==> src/rtl/alu_ctrl_sequencer_if.sv <==
// alu_ctrl_sequencer_if: instruction valid/ready handshake into the sequencer
interface alu_ctrl_sequencer_if;
  logic        instr_valid;
  logic [15:0] instr_in;
  logic        instr_ready;
  modport master (output instr_valid, instr_in, input instr_ready);
  modport slave (input instr_valid, instr_in, output instr_ready);
endinterface

==> src/rtl/alu_ctrl_sequencer.sv <==
// alu_ctrl_sequencer: buffers instructions, decodes one per Bennett window, fires one slow-clock pulse at full swing
module alu_ctrl_sequencer #(
  parameter int WIDTH = 13,
  parameter int TIMEOUT = 64,
  parameter int DEPTH = 2
) (
  input  logic             clk,
  input  logic             reset,
  input  logic             instFlag,
  input  logic [WIDTH-1:0] clkpos,
  input  logic [WIDTH-1:0] clkneg,
  alu_ctrl_sequencer_if.slave up,
  output logic             ALU_Control0,
  output logic             ALU_Control1,
  output logic             A_mux,
  output logic             B_mux0,
  output logic             B_mux1,
  output logic             SUB,
  output logic             STL,
  output logic             Adder_Cin,
  output logic             mux3_0,
  output logic             mux3_1,
  output logic             ALU_O_Fclkpos,
  output logic             A_Fclkpos,
  output logic             busy,
  output logic             timeout_err
);
  localparam int AW = $clog2(DEPTH);
  localparam int CW = $clog2(DEPTH + 1);
  localparam int TW = $clog2(TIMEOUT);
  typedef enum logic [1:0] {IDLE, ARMED, FIRE, DONE} state_t;
  state_t state, state_n;
  logic [15:0] mem [DEPTH];
  logic [AW-1:0] wp, rp;
  logic [CW-1:0] cnt;
  logic [TW-1:0] wd, wd_n;
  logic [7:0] ctrl, ctrl_n, dec;
  logic flag_d, rise, full_swing, push, pop, empty, err_n;
  assign rise = instFlag & ~flag_d;
  assign full_swing = (&clkpos) & ~(|clkneg);
  assign empty = cnt == '0;
  assign up.instr_ready = cnt != CW'(DEPTH);
  assign push = up.instr_valid & up.instr_ready;
  always_comb begin
    case (mem[rp][15:12])
      4'h1: dec = 8'b10000111;
      4'h2: dec = 8'b10110111;
      4'h3: dec = 8'b00000111;
      4'h4: dec = 8'b01000111;
      4'h5: dec = 8'b11111111;
      4'h6: dec = 8'b10000101;
      4'h7: dec = 8'b10000001;
      default: dec = 8'b0;
    endcase
  end
  always_comb begin
    state_n = state;
    ctrl_n = ctrl;
    wd_n = wd;
    err_n = timeout_err;
    pop = 1'b0;
    if (rise) begin
      err_n = timeout_err | (state == ARMED);
      pop = ~empty;
      ctrl_n = empty ? 8'b0 : dec;
      state_n = (empty || dec == 8'b0) ? DONE : ARMED;
      wd_n = '0;
    end else if (state == ARMED) begin
      if (full_swing) state_n = FIRE;
      else if (wd == TW'(TIMEOUT - 1)) begin
        err_n = 1'b1;
        ctrl_n = 8'b0;
        state_n = DONE;
      end else wd_n = wd + 1'b1;
    end else if (state == FIRE) state_n = DONE;
  end
  always_ff @(posedge clk) begin
    if (!reset) begin
      state <= IDLE;
      ctrl <= 8'b0;
      wd <= '0;
      timeout_err <= 1'b0;
      flag_d <= 1'b0;
      wp <= '0;
      rp <= '0;
      cnt <= '0;
    end else begin
      state <= state_n;
      ctrl <= ctrl_n;
      wd <= wd_n;
      timeout_err <= err_n;
      flag_d <= instFlag;
      if (push) wp <= wp + 1'b1;
      if (pop) rp <= rp + 1'b1;
      cnt <= cnt + CW'(push) - CW'(pop);
    end
  end
  always_ff @(posedge clk) if (push) mem[wp] <= up.instr_in;
  assign {ALU_Control1, ALU_Control0, SUB, Adder_Cin, STL, A_mux, B_mux1, B_mux0} = ctrl;
  assign {mux3_1, mux3_0} = 2'b00;
  assign ALU_O_Fclkpos = state == FIRE;
  assign A_Fclkpos = state == FIRE;
  assign busy = state == ARMED || state == FIRE;
endmodule
==> src/flat_wrapper.sv <==
// flat-port wrapper written by rule: the top's interface ports become plain ports
module alu_ctrl_sequencer_flat 
#(
  parameter int WIDTH = 13,
  parameter int TIMEOUT = 64,
  parameter int DEPTH = 2
)
  (clk, reset, instFlag, clkpos, clkneg, ALU_Control0, ALU_Control1, A_mux, B_mux0, B_mux1, SUB, STL, Adder_Cin, mux3_0, mux3_1, ALU_O_Fclkpos, A_Fclkpos, busy, timeout_err, up_instr_valid, up_instr_in, up_instr_ready);
  alu_ctrl_sequencer_if up_i ();
  input  logic clk;
  input  logic reset;
  input  logic instFlag;
  input  logic [WIDTH-1:0] clkpos;
  input  logic [WIDTH-1:0] clkneg;
  output logic ALU_Control0;
  output logic ALU_Control1;
  output logic A_mux;
  output logic B_mux0;
  output logic B_mux1;
  output logic SUB;
  output logic STL;
  output logic Adder_Cin;
  output logic mux3_0;
  output logic mux3_1;
  output logic ALU_O_Fclkpos;
  output logic A_Fclkpos;
  output logic busy;
  output logic timeout_err;
  input wire logic [$bits(up_i.instr_valid)-1:0] up_instr_valid;
  input wire logic [$bits(up_i.instr_in)-1:0] up_instr_in;
  output wire logic [$bits(up_i.instr_ready)-1:0] up_instr_ready;
  assign up_i.instr_valid = up_instr_valid;
  assign up_i.instr_in = up_instr_in;
  assign up_instr_ready = up_i.instr_ready;
  alu_ctrl_sequencer #(.WIDTH(WIDTH), .TIMEOUT(TIMEOUT), .DEPTH(DEPTH)) u_core (.clk(clk), .reset(reset), .instFlag(instFlag), .clkpos(clkpos), .clkneg(clkneg), .up(up_i), .ALU_Control0(ALU_Control0), .ALU_Control1(ALU_Control1), .A_mux(A_mux), .B_mux0(B_mux0), .B_mux1(B_mux1), .SUB(SUB), .STL(STL), .Adder_Cin(Adder_Cin), .mux3_0(mux3_0), .mux3_1(mux3_1), .ALU_O_Fclkpos(ALU_O_Fclkpos), .A_Fclkpos(A_Fclkpos), .busy(busy), .timeout_err(timeout_err));
endmodule
==> config.mk <==
export PLATFORM = sky130hd
export DESIGN_NAME = alu_ctrl_sequencer_flat
export DESIGN_NICKNAME = d
export VERILOG_FILES = /design/src/rtl/alu_ctrl_sequencer_if.sv /design/src/rtl/alu_ctrl_sequencer.sv /design/src/flat_wrapper.sv
export SDC_FILE = /design/constraint.sdc
export NUM_CORES = 1
export LEC_CHECK = 0
export CORE_MARGIN = 2
export CORE_UTILIZATION = 38
export DETAILED_ROUTE_END_ITERATION = 8
export PLACE_DENSITY = 0.83
export SLEW_MARGIN = 20
export SYNTH_ARGS = -nofsm -noshare
export SYNTH_HDL_FRONTEND = slang
export SYNTH_SLANG_ARGS = --single-unit
==> constraint.sdc <==
create_clock -name clk -period 1.7 [get_ports clk]
set_input_delay 0.34 -clock clk [delete_from_list [all_inputs] [get_ports clk]]
set_output_delay 0.34 -clock clk [all_outputs]
set_load 0.01 [all_outputs]
==> Word level (Yosys, flattened, before mapping) <==
Memories as Yosys holds them, arrays and structs flattened. A register that Yosys moved wholly into a read port is not among the register bits.
Index checks and enable logic that the tools add are counted.
{ "word_totals": {"regBits": 22, "inputBits": 46, "mem_count": 1, "word_cells": 71, "ram_bits": 32} }
{ "memory_table": {"columns": ["name", "words", "word_bits", "read_ports", "rd_ports_with_merged_regs", "wr", "line_no", "rtl"], "rows": [
  ["u_core.mem", 2, 16, 1, 1, 1, "alu_ctrl_sequencer.sv:33", "logic [15:0] mem [DEPTH];"]
]} }
{ "op_classes": {"n_addsub": 5, "n_eq_ne": 13, "bitwise": 10, "reduce_logical": 13, "muxes": 21} }
{ "ops": {"columns": ["op", "count"], "rows": [
  ["8-bit case mux with 7 select lines", 1],
  ["8-bit 2-to-1 mux", 5],
  ["4-bit by 3-bit equality test with 1-bit output, second input constant", 4],
  ["13-bit AND reduction", 1],
  ["13-bit OR reduction", 1],
  ["2-bit 2-to-1 mux", 6],
  ["1-bit 2-to-1 mux", 9],
  ["4-bit by 2-bit equality test with 1-bit output, second input constant", 2],
  ["8-bit zero test", 1],
  ["6-bit by 1-bit adder with 6-bit output, second input constant", 1],
  ["6-bit equality test, second input constant", 1],
  ["1-bit inverter", 6],
  ["3-bit AND reduction", 2],
  ["4-bit by 1-bit equality test with 1-bit output, second input constant", 1],
  ["4-bit by 2-bit inequality test with 1-bit output, second input constant", 1],
  ["2-bit nonzero test", 2],
  ["1-bit bitwise AND", 3],
  ["3-bit nonzero test", 1],
  ["1-bit adder, second input constant", 2],
  ["2-bit by 1-bit adder with 2-bit output", 1],
  ["2-bit by 1-bit equality test with 1-bit output, second input constant", 1],
  ["2-bit equality test, second input constant", 1],
  ["2-bit zero test", 1],
  ["1-bit logical OR", 2],
  ["6 further kinds", 6]
]} }

==> Longest topological paths before layout <==
{ "depth": {"depth_word": 6, "depth_mapped": 9, "ltp_nobuf": 8} }

==> Worst setup path after synthesis <==
OpenSTA, ideal clock, no wires.
{ "synth_path": {"path_type": "register to register", "from": "register u_core.wd[0]", "to": "register u_core.state[1]", "slack_ps": -45, "arrival_ps": 1623, "setup_time_ps": 122, "n_path_buf": 0, "synth_period_minus_slack_ps": 1745, "stages_incl_launch_ff": 7, "path_cell_list": "dfxtp_1 ha_1 and3_4 and3_4 a211oi_4 nor2_1 o311a_1"} }
{ "synth_via": {"elab_chain_len": 3} }
{ "synth_lines": {"columns": ["element", "line_no", "rtl"], "rows": [
  ["start, declared", "alu_ctrl_sequencer.sv:36", "logic [TW-1:0] wd, wd_n;"],
  ["start signal, assigned", "alu_ctrl_sequencer.sv:90", "wd <= wd_n;"],
  ["6-bit equality test", "alu_ctrl_sequencer.sv:70", "else if (wd == TW'(TIMEOUT - 1)) begin"],
  ["4-bit by 2-bit inequality test with 1-bit output (no line)", null, null],
  ["2-bit AND reduction (no line)", null, null],
  ["end signal, assigned", "alu_ctrl_sequencer.sv:88", "state <= state_n;"],
  ["end, declared", "alu_ctrl_sequencer.sv:32", "state_t state, state_n;"]
]} }
No other way between the ends.
A chain may end at the register's enable or synchronous reset.

==> Final worst setup path <==
{ "layout_path": {"from": "input clkpos[10]", "to": "register u_core.wd[0]"} }
{ "layout_via": {"elab_chain_len": 4} }
{ "layout_lines": {"columns": ["element", "line_no", "rtl"], "rows": [
  ["start, declared", "flat_wrapper.sv:13", "input logic [WIDTH-1:0] clkpos;"],
  ["13-bit AND reduction", "alu_ctrl_sequencer.sv:40", "assign full_swing = (&clkpos) & ~(|clkneg);"],
  ["1-bit bitwise AND", "alu_ctrl_sequencer.sv:40", null],
  ["1-bit inverter (no line)", null, null],
  ["3-bit AND reduction (no line)", null, null]
]} }
No other way between the ends.

==> out/metrics.yaml <==
status: "complete, no violations"
first_global_vias: 1059
tightestPinTransition_ps: 518
synthAdderAreaFrac_pct: 4.42
multi_input_area_sq_um: 773
r2r_setup_slack_ps: 100
slowest_stage: "clkdlybuf4s50_1"
grt_max_degree: 15
core_area_sq_um: 3630
insertedDiodeCount: 0
dp.cells: 243
cp_max_fo: 5
synth_mux_area_share_pct: 3.54
fin_nets: 257
pin_count: 61
hold_viol_final: 0
powerDensity_nw_per_um2: 969
first_pass_iters: 4
rows: 22
synth_warnings: 0
register_area_sq_um: 683
rsz0062_at_grt: "true"
worstSetupPathType: "in -> reg"
cts.clk_slew.worst_paths_ps: 60
grt_busiest_layer: "met2"
synth_compound_area_share_pct: 15.5
cap_viol_max_count: 0
grt_pass1_wl_microns: 4660
synth_top_area_cell: "dfxtp_1"
vias: 1240
drt-vias-per-instance: 4.86
drive_above_1_share_pct: 23.7
root_buffer: "clkbuf_8"
fmax_mhz: 607
port_buffers: 46
synth_top_area_share_pct: 31.1
grt_use_met3_pct: 4.51
cts.sinks: 30
wl_per_cell_microns: 12.2
yosysSeqAreaShare_pct: 48.1
leakage_nw: 0.996
fin_util_pct: 62.4
synth_edf_count: 8
gr-usage-met2_pct: 24.5
clock_skew_ps: 8.82
synth_top_family_by_area: "simple AND/OR/NAND/NOR gates"
period_needed_ps: 1650
numCtsBuffers: 5
grtUsageMet1_pct: 16.6
gp_congestion: 0.798
r2r_cells: 6
drt_iter0_markers: 46
yosys-top-cells-count: "dfxtp_1, nor2_1, nand2_1"
syn_area_per_cell_sq_um: 10.3
ys_seq_elements: 30
netlist_top_cells_area: "dfxtp_1, edfxtp_1, ha_1"
drc: 0
antenna_found_initial: 0
grt_usage_pct: 14.7
cts_tree: "done"
yosys.area_share.simple_pct: 20.9
end_kind: "register"
die_w_microns: 65.0
start_util_pct: 38.9
final_max_slew_viol_count: 0
arrival_ps: 1820
area.growth.synth_to_final_pct: 60.1
die_h_microns: 65.0
finalCritPeriodShare_pct: 97.0
synthCells: 138
synthFlopType: "dfxtp_1"
ys_async_sr_fraction_pct: 0
slowest_delay_ps: 470
cpMostUsedCell: "buf_4"
htree_num_levels: 2
antenna_left: 0
hold_buffers: 0
syn-cell-area_sq_um: 1420
synth_xor_area_share_pct: 2.48
synth.most_common_cell: "dfxtp_1"
worstPathCellList: "clkdlybuf4s50_1 > nand2_2 > nor4_4 > buf_4 > a211oi_4 > buf_4 > xnor2_2 > nor2_1"
ir_drop_uv: 710
reg2reg_from: "u_core.wd[0]"
r2r-end: "u_core.state[1]"
start_kind: "primary input"
hold_depth: 1
required_ps: 1870
overflow: 0
routed_wl_microns: 3100
cp.buffers_inverters: 3
hpwl_microns: 2110
setup_violations: 0
clk_latency_ps: 280
fill_cells: 313
min_path_type: "reg -> reg"
min_from: "u_core.ctrl[6]"
critical-path-top-delay-family: "buffers and inverters"
worstHoldEndpoint: "u_core.ctrl[6]"
yosysUniqueCellTypes: 42
max_slew_margin_pct: 64.5
dieArea_sq_um: 4230
cts_buffer_depth: 2
layout.cells.non_filler: 255
[metal layers]
| layer | wire (microns) | vias up |
|---|---|---|
| met2 | 1540 | 32 |
| met1 | 1330 | 574 |
| met5 | 0 | - |
| met3 | 157 | 7 |
| met4 | 71 | 0 |
| li1 | - | 627 |
[metrics by stage]
stage               power [W]  TNS, ps  worst slack, ps  cell area, sq um  hold WS, ps
floorplan             0.00127        0             5.59              1420          439
global placement      0.00154    -5110             -344              2020          456
detailed placement    0.00156    -6270             -432              2020          446
CTS                   0.00216     -117            -47.2              2140          468
global route          0.00232    -64.8            -22.8              2270          497
finish                0.00220        0             51.8              2270          461
[cell usage in the layout, fill, tap and decap left out, drive strengths merged, types with 2 or more instances in the layout]
| master | Yosys | final |
|---|---|---|
| nor2b | 2 | 2 |
| dlymetal6s2s | 0 | 11 |
| edfxtp | 8 | 8 |
| nor2 | 13 | 13 |
| buf | 4 | 19 |
| nor4 | 4 | 4 |
| nand2 | 11 | 11 |
| conb | 1 | 2 |
| and3 | 5 | 5 |
| mux2i | 5 | 5 |
| ha | 5 | 5 |
| nand4 | 3 | 3 |
| and2 | 7 | 7 |
| o2bb2ai | 2 | 2 |
| inv | 8 | 8 |
| a31o | 3 | 3 |
| a22o | 3 | 3 |
| clkbuf | 2 | 7 |
| dfxtp | 22 | 22 |
| dlygate4sd2 | 0 | 2 |
| a211oi | 2 | 3 |
| nand2b | 2 | 2 |
| a21oi | 3 | 3 |
| clkdlybuf4s50 | 0 | 32 |
| nand3 | 5 | 5 |
| o21a | 2 | 2 |
| xnor2 | 3 | 3 |
[logic make-up (layout without fill, tap and decap cells)]
logic type	after synthesis	in the layout
AO/OA/AOI/OAI	24	25
XOR/XNOR	4	4
adder cells (fa/ha/maj)	5	5
buffers and inverters	14	81
flip-flops	30	30
multiplexers	5	5
other	1	2
AND/OR/NAND/NOR	55	55
[repair_timing]
item                       CTS  global route
pin swaps                    6             9
hold endpoints to repair     0             0
setup endpoints to repair   18            19
cloned                       0             1
buffers inserted             1             2
gates resized for setup     10            25
[report_power, final]
| part | switching, W | internal [W] |
|---|---|---|
| Sequential | 0.0000688 | 0.000833 |
| Combinational | 0.000328 | 0.000389 |
| Clock | 0.000250 | 0.000326 |
| Total | 0.000647 | 0.00155 |
[worst reg2reg max path: stages (launching register included)]
cell	delay, ps
dfxtp_1	310
ha_2	190
and3_4	180
and3_4	200
a211oi_4	260
nor2_1	70
o311a_1	280
[flip-flops by register name, indices dropped and copies added (netlist names), named ones only]
register / cells
u_core.ctrl: 7
u_core.state: 2
u_core.cnt: 2
u_core.rp: 1
u_core.mem: 8
u_core.wp: 1
u_core.flag_d: 1
u_core.wd: 6
u_core.timeout_err: 1
[worst max-delay path by stage]
| stage | start | endpoint | slack [ps] | depth (start not counted) |
|---|---|---|---|---|
| after floorplan | u_core.wd[0] | u_core.state[1] | 6 | 6 |
| after global placement | instFlag | u_core.cnt[1] | -340 | 9 |
| after detailed placement | clkpos[8] | u_core.state[0] | -430 | 6 |
| after CTS | clkneg[2] | u_core.wd[4] | -50 | 6 |
| after global routing | clkpos[7] | u_core.wd[0] | -20 | 8 |
| final | clkpos[10] | u_core.wd[0] | 50 | 8 |
[area by class of cell]
cell class,instances,share of cell area [%]
inverters,8,1.33
repair buffers,65,27.7
flip-flops and latches,30,30.1
clock inverters,1,0.221
clock buffers,7,3.81
well taps,48,2.65
multi-input cells,96,34.1
No activity file was read; power rests on OpenSTA's default activity.
